`src/rtl/serial_link_seq.sv`:
```
// serial_link_seq: request-driven load/shift/latch sequencer for a serial shift-register link
module serial_link_seq #(
    parameter int WIDTH = 4,
    parameter int DIV   = 16,
    parameter int DIV_W = 5,
    parameter int CNT_W = 3
) (
    input  logic             CLK,
    input  logic             RST,
    input  logic             REQ,
    output logic             LDIN,
    output logic             SHIFT_EN,
    output logic             LDOUT,
    output logic             BUSY,
    output logic             DONE,
    output logic [CNT_W-1:0] BIT_CNT
);
    localparam logic [2:0] IDLE  = 3'd0;
    localparam logic [2:0] LOAD  = 3'd1;
    localparam logic [2:0] SHIFT = 3'd2;
    localparam logic [2:0] LATCH = 3'd3;
    localparam logic [2:0] FIN   = 3'd4;
    logic [2:0]       state;
    logic [DIV_W-1:0] div;
    logic             armed;
    logic             tick;
    assign tick = state == SHIFT && div == DIV_W'(DIV - 1);
    always_ff @(posedge CLK) begin
        if (RST) begin
            state   <= IDLE;
            div     <= '0;
            BIT_CNT <= '0;
            armed   <= 1'b0;
        end else begin
            armed <= !REQ || (armed && state != IDLE);
            case (state)
                IDLE: if (REQ && armed) begin
                    state   <= LOAD;
                    div     <= '0;
                    BIT_CNT <= '0;
                end
                LOAD: state <= SHIFT;
                SHIFT: begin
                    div     <= tick ? '0 : div + 1'b1;
                    BIT_CNT <= BIT_CNT + CNT_W'(tick);
                    if (tick && BIT_CNT == CNT_W'(WIDTH - 1)) state <= LATCH;
                end
                LATCH: state <= FIN;
                FIN: state <= IDLE;
                default: state <= IDLE;
            endcase
        end
    end
    always_comb begin
        LDIN     = state == LOAD;
        SHIFT_EN = tick;
        LDOUT    = state == LATCH;
        DONE     = state == FIN;
        BUSY     = state == LOAD || state == SHIFT || state == LATCH || state == FIN;
    end
endmodule

```
`config.mk`:
```
export PLATFORM = sky130hd
export DESIGN_NAME = serial_link_seq
export DESIGN_NICKNAME = d
export VERILOG_FILES = /design/src/rtl/serial_link_seq.sv
export SDC_FILE = /design/constraint.sdc
export NUM_CORES = 1
export LEC_CHECK = 0
export ABC_AREA = 1
export CORE_AREA = 2 2 39 41
export DETAILED_ROUTE_END_ITERATION = 10
export DIE_AREA = 0 0 41 43
export PLACE_DENSITY = 0.69
export SYNTH_ARGS = -nofsm -noshare
export SYNTH_HDL_FRONTEND = slang
export SYNTH_SLANG_ARGS = --single-unit
```
`constraint.sdc`:
```
create_clock -name CLK -period 2.4 [get_ports CLK]
set_clock_uncertainty 0.1 [all_clocks]
set_input_delay 0.48 -clock CLK [delete_from_list [all_inputs] [get_ports CLK]]
set_output_delay 0.48 -clock CLK [all_outputs]
set_load 0.1 [all_outputs]
```
==> flow_metrics.py <==
metrics = {
    "run_status": {
        "run_status": "finished, final reports clean",
    },
    "finish": {
        "drive_gt1_share_pct": 28.26,
        "final_design_area_no_fill_sq_um": 774.5,
        "utilization_pct": 55.97,
        "antenna_cells_inserted": 0,
        "layout.cells.most_common": "sky130_fd_sc_hd__nand2_1",
        "finish.net_count": 99,
        "flow.area_growth_from_synthesis_pct": 33.98,
        "layout.cells.most_common_list": "16 x sky130_fd_sc_hd__nand2_1, 10 x sky130_fd_sc_hd__dfxtp_1, 9 x sky130_fd_sc_hd__a21oi_1",
    },
    "place": {
        "dp_hpwl_um": 835.4,
        "portBuffers": 10,
        "place_area_sq_um": 738.2,
        "placement.setup.worst_slack_ns": 0.6167,
        "globalplace.congestion": 0.7728,
    },
    "flow_run": {
        "maxCapViolations": 0,
    },
    "critical_path": {
        "timing.critical_path.arrival_ns": 1.49,
        "critical-path-max-stage-delay_ns": 0.40,
        "worstSetupStartpointType": "flop",
        "crit_path_buf_inv_count": 1,
        "cp_data_required_time_ns": 1.82,
        "critical_path.cell_chain": "ha_1 > nand4_2 > nor2_2 > buf_12",
        "setup.worst_path.class": "flop to output port",
        "critical_path.top_delay_family": "flip-flops",
        "end_kind": "output port",
        "critPathMaxFanout": 4,
        "crit_path_top_delay_cell": "sky130_fd_sc_hd__dfxtp_1",
    },
    "clock_network": {
        "hold_buffers": 0,
        "h-tree-depth": 1,
        "cts_buffer_depth": 2,
        "post_cts.repair.setup_buffers": 0,
        "cts_sinks": 12,
        "clock_insertion_delay_worst_skew_ns": 0.27,
        "cts_tree": "built",
        "cts.reportedPaths.clkPinSlew_ns": 0.08,
        "cts_inserted_buffers": 3,
        "post_cts.resized_instances": 0,
        "ctsRootBufferMaster": "sky130_fd_sc_hd__clkbuf_4",
    },
    "drt": {
        "route.vias.total": 540,
        "maxUsedRoutingLayer": "met4",
        "initialDrtViolationCount": 8,
        "route.detailed.vias_per_inst": 5.000,
        "drt_first_pass_iters": 4,
        "detail-route-antenna-nets": 0,
        "route.detailed.wl_per_inst_um": 10.32,
        "route.final.wire_length_mm": 1.115,
        "m1WireLength_um": 515,
        "drt_drc_violations_left": 0,
        "met2RoutedLength_um": 508,
        "detailroute.wirelength.met3_um": 61,
    },
    "die": {
        "pin_count": 11,
        "rows": 14,
        "initial_core_util_pct": 41.77,
        "core_sq_um": 1384,
        "vertical_extent_of_the_die_um": 43,
        "die_area_sq_um": 1763,
        "horizontal_die_dimension_um": 41,
    },
    "timing": {
        "max_slew_margin_pct": 82.00,
        "slew_violations": 0,
        "final-setup-viol-count": 0,
        "max_slew.worst_pin.slew_ns": 0.2688,
        "setup_repair_after_global_routing_missed_its_margin": "false",
        "achievable-frequency_mhz": 483.7,
        "finalWorstPathRequiredPeriod_ns": 2.067,
        "final.hold.worst_slack_ns": 0.3661,
        "period_share_pct": 86.14,
        "finalWorstSetupSlack_ns": 0.3326,
        "totalNegativeSetupSlack_ns": 0,
        "timing.final.hold_violations": 0,
    },
    "yosys": {
        "synth.distinct_cells": 20,
        "netlist.top_cell.by_area": "sky130_fd_sc_hd__dfxtp_1",
        "post_synth_inst_count": 78,
        "syn_avg_cell_area_sq_um": 7.411,
        "synth.top_cells.by_area": "sky130_fd_sc_hd__dfxtp_1 42%, sky130_fd_sc_hd__nand2_1 10%, sky130_fd_sc_hd__a21oi_1 7.8%",
        "netlist.area_leader.share_pct": 41.56,
        "warnings_from_yosys": 0,
        "synth.ff_latch_count": 12,
        "total_nets_after_synthesis": 84,
        "synthesis.area_sq_um": 578.1,
        "synth_sequential_area_ratio_pct": 41.56,
    },
    "grt": {
        "gr-usage-all-layers_pct": 16.55,
        "grt_remaining_overflow": 0,
        "vias_in_the_first_global_route": 456,
        "global_route_wire_length_before_repair_mm": 1.932,
        "maximum_number_of_pins_on_one_net_before_global_route_repair": 9,
        "grt_antenna_before_repair": 0,
    },
    "min_path": {
        "min_path_type": "flop to flop",
    },
    "pwr": {
        "power_density_nw_per_um2": 578.1,
        "irDropWorstVdd_v": 0.0002901,
        "p_leak_nw": 0.3308,
    },
}
-- cell families after synthesis --
group,count (synthesis),synth area share [%]
AND/OR/NAND/NOR,37,29.65
AO/OA/AOI/OAI,16,14.72
flip-flops,12,41.56
buffers and inverters,10,7.575
adder cells (fa/ha/maj),3,6.494
-- routing by layer --
metal  vias up  global-route usage (%)
met4         0                   12.00
li1        287                       -
met1       237                   24.00
met3         4                   4.188
met2        12                   20.31
met5         -                       0
-- sequential cells by signal, indices dropped and copies added (netlist names) --
name,count
div,5
BIT_CNT,3
state,3
armed,1
-- final timing paths --
path	startpoint	endpoint	slack, ns	cells after the start
worst max-delay path	div[1]	SHIFT_EN	0.33	4
worst min-delay path	div[4]	div[4]	0.37	2
worst max register to register	div[1]	BIT_CNT[2]	0.56	8
worst min register to register	div[4]	div[4]	0.37	2
-- worst register-to-register path: cells and delay by family (launching register included) --
family          cells  cell delay [ns]
compound gates      3             0.29
fa+ha+maj           3             0.59
simple gates        2             0.37
flops               1             0.40
-- final cells by class --
cell class	instances	area (sq um)
timing repair buffer	11	137.6
inverter	9	38.79
multi-input combinational	56	299.0
tap	16	20.02
clock buffer	4	36.28
sequential	12	242.7
fill	134	609.3
-- metrics by stage --
| step | instances | power, mW |
|---|---|---|
| 2_1_floorplan | 78 | 0.2663 |
| 3_5_place_dp | 104 | 0.2926 |
| 5_1_grt | 108 | 0.4685 |
| 4_1_cts | 108 | 0.4506 |
| 6_report | 108 | 0.4477 |
| 3_3_place_gp | 104 | 0.2922 |
-- power breakdown --
| part | switching, mW | leakage [nW] | internal [mW] |
|---|---|---|---|
| combinational | 0.0514 | 0.212 | 0.0278 |
| sequential | 0.00438 | 0.0981 | 0.204 |
| clock | 0.0680 | 0.0210 | 0.0922 |
-- cell usage after synthesis --
cell	number
sky130_fd_sc_hd__ha_1	3
sky130_fd_sc_hd__a21oi_1	9
sky130_fd_sc_hd__nor2_1	8
sky130_fd_sc_hd__o21ai_0	4
sky130_fd_sc_hd__o211ai_1	1
sky130_fd_sc_hd__nand4_2	1
sky130_fd_sc_hd__inv_1	6
sky130_fd_sc_hd__buf_2	1
sky130_fd_sc_hd__nand2_2	3
sky130_fd_sc_hd__o21ai_1	1
sky130_fd_sc_hd__nor3_1	2
sky130_fd_sc_hd__nand4_1	1
sky130_fd_sc_hd__nand2_1	16
sky130_fd_sc_hd__inv_2	2
sky130_fd_sc_hd__clkinv_4	1
sky130_fd_sc_hd__nor2_2	2
sky130_fd_sc_hd__or2_2	1
sky130_fd_sc_hd__o21a_1	1
sky130_fd_sc_hd__dfxtp_1	12
sky130_fd_sc_hd__nand3_1	3
Power figures use the tool's default switching activity.
